<file path="src/rtl/regfile_write_arbiter_if.sv">
// Register-file write-port bundle: two valid/ready write requesters, clear
// request/status, and the registered we/waddr/wdata/wsrc outputs.
`default_nettype none

interface regfile_write_arbiter_if #(
  parameter int DATA_W = 16,
  parameter int ADDR_W = 4
);
  logic              req0_valid;
  logic              req0_ready;
  logic [ADDR_W-1:0] req0_addr;
  logic [DATA_W-1:0] req0_data;

  logic              req1_valid;
  logic              req1_ready;
  logic [ADDR_W-1:0] req1_addr;
  logic [DATA_W-1:0] req1_data;

  logic              clear_req;
  logic              busy;

  logic              rf_we;
  logic [ADDR_W-1:0] rf_waddr;
  logic [DATA_W-1:0] rf_wdata;
  logic              rf_wsrc;

  // Requesters and the register file, seen from outside the arbiter.
  modport master (
    output req0_valid, req0_addr, req0_data,
    output req1_valid, req1_addr, req1_data,
    output clear_req,
    input  req0_ready, req1_ready, busy,
    input  rf_we, rf_waddr, rf_wdata, rf_wsrc
  );

  // The arbiter itself.
  modport slave (
    input  req0_valid, req0_addr, req0_data,
    input  req1_valid, req1_addr, req1_data,
    input  clear_req,
    output req0_ready, req1_ready, busy,
    output rf_we, rf_waddr, rf_wdata, rf_wsrc
  );
endinterface

`default_nettype wire

</file>
<file path="src/rtl/regfile_write_arbiter.sv">
// +--------------------------------------------------------------------------+
// | Module : regfile_write_arbiter                                           |
// | Round-robin owner of the register-file write port with a zeroing sweep   |
// | after reset and on clear_req.                                            |
// | Rev    : 1.1                                                             |
// +--------------------------------------------------------------------------+
`default_nettype none

module regfile_write_arbiter #(
    parameter int DATA_W   = 16,
    parameter int ADDR_W   = 4,
    parameter int NUM_REGS = 16
) (
    input  wire                     clk,
    input  wire                     rst,
    regfile_write_arbiter_if.slave  bus
);

    localparam logic [0:0] c_ST_CLEAR = 1'b0;
    localparam logic [0:0] c_ST_RUN   = 1'b1;

    localparam logic [ADDR_W-1:0] c_LAST_IDX = ADDR_W'(NUM_REGS - 1);

    logic [0:0]        r_state, w_state_next;
    logic [ADDR_W-1:0] r_cnt, w_cnt_next;
    logic              r_last_grant, w_last_grant_next;

    logic              r_rf_we, w_rf_we_next;
    logic [ADDR_W-1:0] r_rf_waddr, w_rf_waddr_next;
    logic [DATA_W-1:0] r_rf_wdata, w_rf_wdata_next;
    logic              r_rf_wsrc, w_rf_wsrc_next;

    logic              w_grant0, w_grant1;

    // A requester wins when alone, or on a tie when it was not granted last.
    always_comb begin
        w_grant0 = 1'b0;
        w_grant1 = 1'b0;
        if (r_state == c_ST_RUN && !bus.clear_req) begin
            w_grant0 = bus.req0_valid && (!bus.req1_valid || r_last_grant);
            w_grant1 = bus.req1_valid && (!bus.req0_valid || !r_last_grant);
        end
    end

    always_comb begin
        w_state_next      = r_state;
        w_cnt_next        = r_cnt;
        w_last_grant_next = r_last_grant;
        w_rf_we_next      = 1'b0;
        w_rf_waddr_next   = r_rf_waddr;
        w_rf_wdata_next   = r_rf_wdata;
        w_rf_wsrc_next    = r_rf_wsrc;

        case (r_state)
            c_ST_CLEAR: begin
                w_rf_we_next    = 1'b1;
                w_rf_waddr_next = r_cnt;
                w_rf_wdata_next = '0;
                w_rf_wsrc_next  = 1'b0;
                if (r_cnt == c_LAST_IDX) begin
                    w_state_next = c_ST_RUN;
                    w_cnt_next   = '0;
                end else begin
                    w_cnt_next = r_cnt + 1'b1;
                end
            end
            c_ST_RUN: begin
                if (bus.clear_req) begin
                    w_state_next = c_ST_CLEAR;
                    w_cnt_next   = '0;
                end else if (w_grant0) begin
                    w_rf_we_next      = 1'b1;
                    w_rf_waddr_next   = bus.req0_addr;
                    w_rf_wdata_next   = bus.req0_data;
                    w_rf_wsrc_next    = 1'b0;
                    w_last_grant_next = 1'b0;
                end else if (w_grant1) begin
                    w_rf_we_next      = 1'b1;
                    w_rf_waddr_next   = bus.req1_addr;
                    w_rf_wdata_next   = bus.req1_data;
                    w_rf_wsrc_next    = 1'b1;
                    w_last_grant_next = 1'b1;
                end
            end
            default: begin
                w_state_next = c_ST_CLEAR;
                w_cnt_next   = '0;
            end
        endcase
    end

    // last_grant resets to 1 so requester 0 wins the first tie.
    always_ff @(posedge clk) begin
        if (rst) begin
            r_state      <= c_ST_CLEAR;
            r_cnt        <= '0;
            r_last_grant <= 1'b1;
            r_rf_we      <= 1'b0;
            r_rf_waddr   <= '0;
            r_rf_wdata   <= '0;
            r_rf_wsrc    <= 1'b0;
        end else begin
            r_state      <= w_state_next;
            r_cnt        <= w_cnt_next;
            r_last_grant <= w_last_grant_next;
            r_rf_we      <= w_rf_we_next;
            r_rf_waddr   <= w_rf_waddr_next;
            r_rf_wdata   <= w_rf_wdata_next;
            r_rf_wsrc    <= w_rf_wsrc_next;
        end
    end

    assign bus.req0_ready = w_grant0;
    assign bus.req1_ready = w_grant1;
    assign bus.busy       = (r_state == c_ST_CLEAR);
    assign bus.rf_we      = r_rf_we;
    assign bus.rf_waddr   = r_rf_waddr;
    assign bus.rf_wdata   = r_rf_wdata;
    assign bus.rf_wsrc    = r_rf_wsrc;

endmodule

`default_nettype wire

</file>
<file path="src/flat_wrapper.sv">
// flat-port wrapper written by rule: the top's interface ports become plain ports
module regfile_write_arbiter_flat 
#(
    parameter int DATA_W   = 16,
    parameter int ADDR_W   = 4,
    parameter int NUM_REGS = 16
)
  (clk, rst, bus_req0_valid, bus_req0_addr, bus_req0_data, bus_req1_valid, bus_req1_addr, bus_req1_data, bus_clear_req, bus_req0_ready, bus_req1_ready, bus_busy, bus_rf_we, bus_rf_waddr, bus_rf_wdata, bus_rf_wsrc);
  regfile_write_arbiter_if #(.DATA_W(DATA_W), .ADDR_W(ADDR_W)) bus_i ();
  input  wire clk;
  input  wire rst;
  input wire logic [$bits(bus_i.req0_valid)-1:0] bus_req0_valid;
  input wire logic [$bits(bus_i.req0_addr)-1:0] bus_req0_addr;
  input wire logic [$bits(bus_i.req0_data)-1:0] bus_req0_data;
  input wire logic [$bits(bus_i.req1_valid)-1:0] bus_req1_valid;
  input wire logic [$bits(bus_i.req1_addr)-1:0] bus_req1_addr;
  input wire logic [$bits(bus_i.req1_data)-1:0] bus_req1_data;
  input wire logic [$bits(bus_i.clear_req)-1:0] bus_clear_req;
  output wire logic [$bits(bus_i.req0_ready)-1:0] bus_req0_ready;
  output wire logic [$bits(bus_i.req1_ready)-1:0] bus_req1_ready;
  output wire logic [$bits(bus_i.busy)-1:0] bus_busy;
  output wire logic [$bits(bus_i.rf_we)-1:0] bus_rf_we;
  output wire logic [$bits(bus_i.rf_waddr)-1:0] bus_rf_waddr;
  output wire logic [$bits(bus_i.rf_wdata)-1:0] bus_rf_wdata;
  output wire logic [$bits(bus_i.rf_wsrc)-1:0] bus_rf_wsrc;
  assign bus_i.req0_valid = bus_req0_valid;
  assign bus_i.req0_addr = bus_req0_addr;
  assign bus_i.req0_data = bus_req0_data;
  assign bus_i.req1_valid = bus_req1_valid;
  assign bus_i.req1_addr = bus_req1_addr;
  assign bus_i.req1_data = bus_req1_data;
  assign bus_i.clear_req = bus_clear_req;
  assign bus_req0_ready = bus_i.req0_ready;
  assign bus_req1_ready = bus_i.req1_ready;
  assign bus_busy = bus_i.busy;
  assign bus_rf_we = bus_i.rf_we;
  assign bus_rf_waddr = bus_i.rf_waddr;
  assign bus_rf_wdata = bus_i.rf_wdata;
  assign bus_rf_wsrc = bus_i.rf_wsrc;
  regfile_write_arbiter #(.DATA_W(DATA_W), .ADDR_W(ADDR_W), .NUM_REGS(NUM_REGS)) u_core (.clk(clk), .rst(rst), .bus(bus_i));
endmodule
</file>
<file path="config.mk">
export PLATFORM = sky130hd
export DESIGN_NAME = regfile_write_arbiter_flat
export DESIGN_NICKNAME = d
export VERILOG_FILES = /design/src/rtl/regfile_write_arbiter_if.sv /design/src/rtl/regfile_write_arbiter.sv /design/src/flat_wrapper.sv
export SDC_FILE = /design/constraint.sdc
export NUM_CORES = 1
export LEC_CHECK = 0
export ABC_AREA = 1
export CAP_MARGIN = 5
export CORE_MARGIN = 5
export CORE_UTILIZATION = 31
export CTS_BUF_LIST = sky130_fd_sc_hd__clkbuf_8
export DETAILED_ROUTE_END_ITERATION = 10
export SLEW_MARGIN = 25
export SYNTH_ARGS = -nofsm -noshare
export SYNTH_HDL_FRONTEND = slang
export SYNTH_SLANG_ARGS = --single-unit
</file>
<file path="constraint.sdc">
create_clock -name clk -period 1.7 [get_ports clk]
set_clock_uncertainty 0.2 [all_clocks]
set_input_delay 0.425 -clock clk [delete_from_list [all_inputs] [get_ports clk]]
set_output_delay 0.425 -clock clk [all_outputs]
set_load 0.005 [all_outputs]
</file>
==> flow_summary.ini, run 1 <==
[power]
ir_drop_mv = 0.2823
powerDensity_nw_per_um2 = 518.6
power_uw = 1291
leakagePower_uw = 0.001211

[global_routing]
grt_pass1_wl_mm = 7.438
grt_max_degree = 23
antenna_found_initial = 0
grt_usage_pct = 14.17
grt_pass1_vias = 1567
overflow = 0

[hold_path]
whs_path_depth = 2
hp-class = reg -> reg

[job]
maxCapViolations = 0

[cts]
h-tree-depth = 1
cts_root_buf = clkbuf_8
path_clk_slew_ps = 90
hold_buffers = 0
cts_buffers = 3
cts_sinks = 28
clk_latency_ps = 280
cts_tree = yes
clk_path_buf_depth = 2

[synth]
ys_types = 24
synth_seq_cells = 28
yosys.area.top_type = dfxtp_1
avgSynthCellArea_um2 = 6.810
postSynthCellCount = 237
yosys_warnings = 0
seq_area_frac_synth_pct = 34.73
syn_area_um2 = 1614
synth_nets = 283
synth_top_area_share_pct = 34.73
synthTopCellsByArea = dfxtp_1 (35%), nand2_1 (12%), inv_1 (12%), nand4_1 (7.4%), nand3_1 (7.1%)

[sta]
worstMarginPinSlew_ps = 239.0
final_max_slew_viol_count = 0
rsz0062_at_grt = yes
fmax_ghz = 0.5941
setup_viol = 0
post-route-period-util_pct = 99.02
min_period_ps = 1683
fin_tns_setup_ps = 0
finalHoldViolations = 0
slew_headroom_pct = 84.06

[status]
status = finished, final reports clean

[place]
place_hpwl_mm = 3.426
portBuffers = 69
place.gp.congestion = 0.7829
place_inst = 378

[critical_path]
critPathLaunchType = input port
crit_type = in -> out
critPathMaxFanout = 3
worstPathArrival_ps = 1060
r2r_cells = 6
cp-end-kind = primary output
slowest_stage = clkdlybuf4s15_1
worst_ep_required_time_ps = 1070
cpPeakStageDelay_ps = 250
path_cells = clkdlybuf4s15_1 > nand2_1 > nand3_2 > inv_2 > buf_6

[layout]
final_cells = 383
area_delta_synth_final_pct = 54.26
drive_above_1_share_pct = 19.49
nFillCells = 532
layout.nets = 360
final_util_pct = 49.06
insertedDiodeCount = 0

[route]
dr.pass1.iters = 4
wire_per_inst_um = 12.09
postRouteAntennaNets = 0
viasPerCell = 4.386
vias = 1680
routed_wl_mm = 4.629
drc = 0
drtIter0Drc = 98

[floorplan]
num_rows = 26
core_area_um2 = 5075
die_area_um2 = 6749
start_util_pct = 31.80
die_y_um = 82.16
io_pins = 70
die_w_um = 82.16
==> power by group <==
group | internal (µW) | leakage, µW | switching, µW | total [µW]
combinational | 121 | 0.000949 | 74.7 | 196
sequential | 667 | 0.000233 | 7.58 | 675
clock | 208 | 0.0000288 | 212 | 420
total | 996 | 0.00121 | 295 | 1290
==> state kept, by name (all words and copies together) (netlist names) <==
name / cells
u_core.bus.rf_wdata: 16
u_core.bus.rf_waddr: 4
u_core.r_cnt: 4
u_core.bus.rf_we: 1
u_core.bus.rf_wsrc: 1
u_core.r_last_grant: 1
u_core.r_state: 1
==> logic make-up (layout without fill, tap and decap cells) <==
logic type	count (synthesis)	count (layout)	synth area share [%]
AND/OR/NAND/NOR	111	111	33.88
AO/OA/AOI/OAI	28	28	10.93
buffers and inverters	68	144	19.15
XOR/XNOR	1	1	0.5427
flip-flops	28	28	34.73
adder cells (fa/ha/maj)	1	1	0.7751
==> repair_timing <==
action / 4_1_cts / 5_1_grt
resized for setup: 58 / 4
gates cloned: 0 / 0
pin swaps: 2 / 1
endpoints found under the setup margin: 47 / 3
buffers inserted: 1 / 0
==> synth_stat cells, drive strengths merged <==
library cell / count
inv: 54
nand2: 54
dfxtp: 28
nand3: 27
a21oi: 25
nand4: 19
buf: 11
nor2: 11
clkbuf: 3
o21ai: 2
ha: 1
o211ai: 1
xnor2: 1
==> through the flow <==
step | instance area [µm²] | setup WS [ps] | hold slack [ps]
5_1_grt | 2490 | -55.64 | 289.4
2_1_floorplan | 1614 | 108.2 | 253.8
3_3_place_gp | 2426 | -741.4 | 252.0
4_1_cts | 2476 | -73.94 | 268.1
3_5_place_dp | 2426 | -767.8 | 256.2
6_report | 2490 | 16.71 | 262.4
==> cell usage in the layout (no fill, tap or decap), drive strengths merged <==
master and count:
dlygate4sd2 22, ha 1, inv 54, nand2 54
xnor2 1, nand4 19, o21ai 2, clkdlybuf4s50 41
nand3 27, a21oi 25, clkdlybuf4s15 3, buf 20
dfxtp 28, clkbuf 4, nor2 11, o211ai 1
==> layer usage <==
layer  up-vias  GRT usage (%)  wire (µm)
met3         4          3.905        437
met2        58          22.94       1990
li1        896              -          -
met5         -              0          0
met4         0          4.153         37
met1       722          18.35       2163
==> cell type report <==
cell class                 count  area (µm²)  area share, %
multi-input combinational    141       757.0          30.40
sequential                    28       579.3          23.27
inverter                      54       210.2          8.442
timing repair buffer          86       800.8          32.16
tap                           70       87.58          3.518
clock buffer                   4       55.05          2.211
==> worst max-delay path: cells and delay by family <==
family                 cells  cell delay (ps)
buffers and inverters      3              410
and+or+nand+nor            2              220
==> path summary, 6_finish.rpt <==
kind,start,to,slack (ps)
max,bus_req1_valid,bus_req0_ready,20
min,u_core.bus.rf_wsrc,u_core.bus.rf_wsrc,260
max reg2reg,u_core.r_state,u_core.bus.rf_wdata[4],190
min reg2reg,u_core.bus.rf_wsrc,u_core.bus.rf_wsrc,260
Note: power is estimated with default switching activity, not from simulation.
==> run 2: changes to the inputs <==
--- a/config.mk
+++ b/config.mk
@@ -11,6 +11,7 @@
 export CORE_UTILIZATION = 31
 export CTS_BUF_LIST = sky130_fd_sc_hd__clkbuf_8
 export DETAILED_ROUTE_END_ITERATION = 10
+export REMOVE_ABC_BUFFERS = 1
 export SLEW_MARGIN = 25
 export SYNTH_ARGS = -nofsm -noshare
 export SYNTH_HDL_FRONTEND = slang
==> run 2 against run 1 <==
  * Sequential power hardly changed
  * Flip-flop and latch count stayed put
  * Combinational power is 3% higher
  * Critical path depth stayed put
  * Cell count is 1.0% higher
  * Worst hold slack better by 4.5 ps
  * Largest power group unchanged
==> flow_summary.ini, run 2 (synthesized netlist as in run 1, its figures left out) <==
[status]
status = finished, final reports clean

[global_routing]
grt_max_degree = 21
antenna_found_initial = 0
overflow = 0
grt_usage_pct = 13.82
grt_pass1_vias = 1535
grt_pass1_wl_mm = 7.258

[floorplan]
start_util_pct = 31.80
core_area_um2 = 5075
num_rows = 26
die_area_um2 = 6749
die_y_um = 82.16
die_w_um = 82.16
io_pins = 70

[layout]
final_common_cell = nand2_1
multiInputGateArea_um2 = 749.5
area_delta_synth_final_pct = 55.97
insertedDiodeCount = 0
final_util_pct = 49.61
nFillCells = 529
design_area_um2 = 2517
final_cell_mix = nand2_1 (52), inv_1 (50), clkdlybuf4s50_1 (41), dlygate4sd2_1 (23), nand3_1 (22)
regArea_um2 = 574.3
largest_register_ffs = 16
drive_above_1_share_pct = 19.24
layout.nets = 364

[sta]
rsz0062_at_grt = yes
finalHoldViolations = 0
fmax_ghz = 0.5960
final_max_slew_viol_count = 0
timing.hold.ws_ps = 266.9
post-route-period-util_pct = 98.70
worstMarginPinSlew_ps = 238.4
setup_viol = 0
min_period_ps = 1678
slew_headroom_pct = 84.11

[route]
postRouteAntennaNets = 0
dr.pass1.iters = 4
viasPerCell = 4.475
routed_wl_mm = 4.706
vias = 1732
drtIter0Drc = 75
drc = 0
wire_per_inst_um = 12.16

[critical_path]
critPathMaxFanout = 3
r2r_cells = 8
worst_ep_required_time_ps = 1070
cp-end-kind = primary output
critPathLaunchType = input port
slowest_stage = dlygate4sd2_1
cpPeakStageDelay_ps = 260
worstPathArrival_ps = 1050
path_cells = dlygate4sd2_1 > nand2_1 > nand3_2 > inv_2 > buf_2
crit_type = in -> out

[power]
p_seq_share_pct = 47.9
swShare_pct = 21.27
powerDensity_nw_per_um2 = 559.1
comb_power_share_pct = 14.3
clkPwrFrac_pct = 37.8
ir_drop_mv = 0.3367
leakagePower_uw = 0.001238
p_int_uw = 1108
p_sw_uw = 299.4

[cts]
hold_buffers = 0
cts_sinks = 28
cts_root_buf = clkbuf_8
cts_tree = yes
path_clk_slew_ps = 90
clk_path_buf_depth = 2
clk_latency_ps = 280
h-tree-depth = 1
cts_buffers = 3

[job]
maxCapViolations = 0

[place]
portBuffers = 69
place_hpwl_mm = 3.521
place.gp.congestion = 0.7586
dpl_cell_area_um2 = 2441

[hold_path]
hp-class = reg -> reg
whs_path_depth = 2
-- run 2: cell count changes in the layout (fill, tap and decap cells not counted), sizes merged --
| cell | change |
|---|---|
| buf | +3 |
| bufinv | +1 |
| clkbuf | -1 |
| dlygate4sd2 | +1 |
-- run 2: worst max-delay path, delay by kind of cell --
kind,cells,cell delay (ps)
and+or+nand+nor,2,200
buffers and inverters,3,420
-- run 2: layout make-up --
class                   instances  area share (%)
clock buffers                   3           1.640
clock inverters                 1           1.193
inverters                      54           8.350
multi-input cells             141           29.77
flip-flops and latches         28           22.81
well taps                      70           3.479
repair buffers                 90           32.75
-- run 2: metal layers --
metal  vias up  wire (µm)  global-route usage (%)
li1        902          -                       -
met1       768       2252                   18.91
met2        55       2041                   21.00
met3         7        318                   2.603
met4         0         93                   6.146
met5         -          0                       0
-- run 2: worst paths after layout --
check                                             from                      to  slack, ps
worst max-delay path                    bus_req1_valid          bus_req0_ready         20
worst min-delay path            u_core.bus.rf_wdata[0]  u_core.bus.rf_wdata[0]        270
worst max register to register     u_core.r_last_grant  u_core.bus.rf_waddr[0]        150
worst min register to register  u_core.bus.rf_wdata[0]  u_core.bus.rf_wdata[0]        270
-- run 2: timing repair --
item / 4_1_cts / 5_1_grt
endpoints found under the setup margin: 47 / 18
pin swaps: 1 / 0
setup buffers: 5 / 1
resized for setup: 52 / 0
-- run 2: power groups by stage --
stage	Clock (µW)	Sequential [µW]	Combinational (µW)
final	532	675	201
after global routing	569	677	224
after CTS	547	675	203
after detailed placement	0	691	206
after global placement	0	690	204
after floorplan	0	689	52.6
-- run 2: stage by stage --
step	TNS (ps)	setup slack, ps	instances	total power (µW)
finish	0	22.10	387	1408
global route	-41.24	-18.92	387	1470
CTS	0	29.36	387	1425
detailed placement	-10850	-702.3	380	896.3
global placement	-10090	-674.5	380	894.5
floorplan	-1083	-242.5	223	741.6
==> run 3: changes to the inputs <==
--- a/config.mk
+++ b/config.mk
@@ -7,6 +7,7 @@
 export LEC_CHECK = 0
 export ABC_AREA = 1
 export CAP_MARGIN = 5
+export CORE_ASPECT_RATIO = 1.25
 export CORE_MARGIN = 5
 export CORE_UTILIZATION = 31
 export CTS_BUF_LIST = sky130_fd_sc_hd__clkbuf_8
==> constraint.sdc (replaced) <==
create_clock -name clk -period 2.1 [get_ports clk]
set_clock_uncertainty 0.2 [all_clocks]
set_input_delay 0.525 -clock clk [delete_from_list [all_inputs] [get_ports clk]]
set_output_delay 0.525 -clock clk [all_outputs]
set_load 0.05 [all_outputs]
==> run 3 against run 2 <==
  * Flip-flop and latch count stayed put
  * Combinational power decreased by 13%
  * Non-clock buffer count shrank 6
  * Critical path depth did not move
  * Sequential share of layout area grew 0.46 points
  * Sequential power down 19%
  * Die area increased by 0.14%
  * Wire length shrank 3.4%
  * Register-to-register slack improved by 470 ps
  * Critical path type unchanged
  * Critical endpoint is now bus_req1_ready
==> flow_summary.ini, run 3 (synthesized netlist as in run 1, its figures left out) <==
[job]
maxCapViolations = 0

[layout]
layout.nets = 358
final_util_pct = 47.41
final_cell_mix = nand2_1 (52), inv_1 (49), clkdlybuf4s50_1 (41), buf_4 (37), dfxtp_1 (28)
insertedDiodeCount = 0
design_area_um2 = 2409
final_common_cell = nand2_1
area_delta_synth_final_pct = 49.22
largest_register_ffs = 16
final_cells = 372
drive_above_1_share_pct = 20.65

[route]
viasPerCell = 4.629
drtIter0Drc = 85
wl_met1_mm = 2.027
drc = 0
top_layer = met4
wl_met3_um = 328
vias = 1722
routed_wl_mm = 4.544
wl_met2_mm = 2.168
wire_per_inst_um = 12.22
dr.pass1.iters = 4
postRouteAntennaNets = 0

[global_routing]
antenna_found_initial = 0
grt_usage_pct = 14.04
overflow = 0
grt_pass1_vias = 1734
grt_max_degree = 21
grt_pass1_wl_mm = 7.728

[cts]
clk_path_buf_depth = 2
cts_sinks = 28
clk_latency_ps = 270
cts_buffers = 3
cts_tree = yes
path_clk_slew_ps = 100
cts_root_buf = clkbuf_8
h-tree-depth = 1
hold_buffers = 0

[power]
comb_power_share_pct = 17.2
powerDensity_nw_per_um2 = 421.8
leakagePower_uw = 0.001140
p_sw_uw = 246.4
p_int_uw = 769.5
clkPwrFrac_pct = 29.0
swShare_pct = 24.25
p_seq_share_pct = 53.8
ir_drop_mv = 0.2208

[sta]
fmax_ghz = 0.4948
slew_headroom_pct = 82.85
timing.hold.ws_ps = 271.8
final_max_slew_viol_count = 0
setup_viol = 0
fin_ws_ps = 79.02
worstMarginPinSlew_ps = 256.4
post-route-period-util_pct = 96.24
rsz0062_at_grt = no
min_period_ps = 2021
finalHoldViolations = 0

[floorplan]
io_pins = 70
start_util_pct = 31.77
die_w_um = 74.54
core_area_um2 = 5080
die_y_um = 90.68
num_rows = 29
die_area_um2 = 6759

[place]
place_inst = 369
dpl_cell_area_um2 = 2371
pre_cts_ws_ps = -179.2
portBuffers = 69
place_hpwl_mm = 3.426
place.gp.congestion = 0.7363

[critical_path]
cpLargestDelayFamily = buffers and inverters
critPathMaxFanout = 4
r2r_cells = 6
cpPeakStageDelay_ps = 300
crit_type = in -> out
worstPathArrival_ps = 1300
slowest_stage = dlygate4sd2_1
path_buf_inv = 3
critPathLaunchType = input port
cp-end-kind = primary output
worst_ep_required_time_ps = 1370
path_cells = dlygate4sd2_1 > nor2_8 > nand3_1 > inv_2 > buf_12
cp.depth = 5

[status]
status = finished, final reports clean

[hold_path]
hp-class = reg -> reg
whs_path_depth = 2
## run 3: cell types whose count changed in the layout (fill, tap and decap cells not counted), sizes merged
cell	change
clkdlybuf4s15	-3
buf	+17
bufinv	-1
dlygate4sd2	-20
## run 3: final cells by class
| class | count | area [µm²] |
|---|---|---|
| clock buffers | 3 | 41.29 |
| fillers | 538 | 2671 |
| inverters | 54 | 210.2 |
| multi-input cells | 141 | 744.5 |
| flip-flops and latches | 28 | 560.5 |
| well taps | 62 | 77.57 |
| repair buffers | 84 | 774.5 |
## run 3: power groups by stage
stage                     clock network, µW  registers [µW]  logic [µW]
after floorplan                           0             572        42.6
after detailed placement                  0             559         179
after global routing                    326             548         196
final                                   295             546         175
after global placement                    0             559         178
after CTS                               300             546         177
## run 3: timing repair
item / 4_1_cts / 5_1_grt
gates resized for setup: 4 / 1
buffers inserted: 0 / 0
gates cloned: 0 / 0
setup endpoints to repair: 2 / 1
## run 3: metrics by stage
stage | total power, µW | setup TNS, ps
2_1_floorplan | 614.6 | -480.9
3_3_place_gp | 736.5 | -1919
3_5_place_dp | 737.3 | -2273
4_1_cts | 1024 | 0
5_1_grt | 1069 | 0
6_report | 1016 | 0
## run 3: path summary, 6_finish.rpt
| check | start | slack (ps) | endpoint |
|---|---|---|---|
| max | bus_clear_req | 80 | bus_req1_ready |
| max reg2reg | u_core.r_state | 620 | u_core.bus.rf_wdata[11] |
| min | u_core.bus.rf_wdata[2] | 270 | u_core.bus.rf_wdata[2] |
| min reg2reg | u_core.bus.rf_wdata[2] | 270 | u_core.bus.rf_wdata[2] |
## run 3: tightest hold or removal path, stage by stage (launching register included)
cell     delay (ps)
dfxtp_1         320
nand2_1          60
a21oi_1          50
## run 3: per-layer routing
layer	track usage (%)	vias up
met2	23.31	49
met4	3.116	0
met5	0	-
met3	3.229	2
li1	-	888
met1	18.16	783
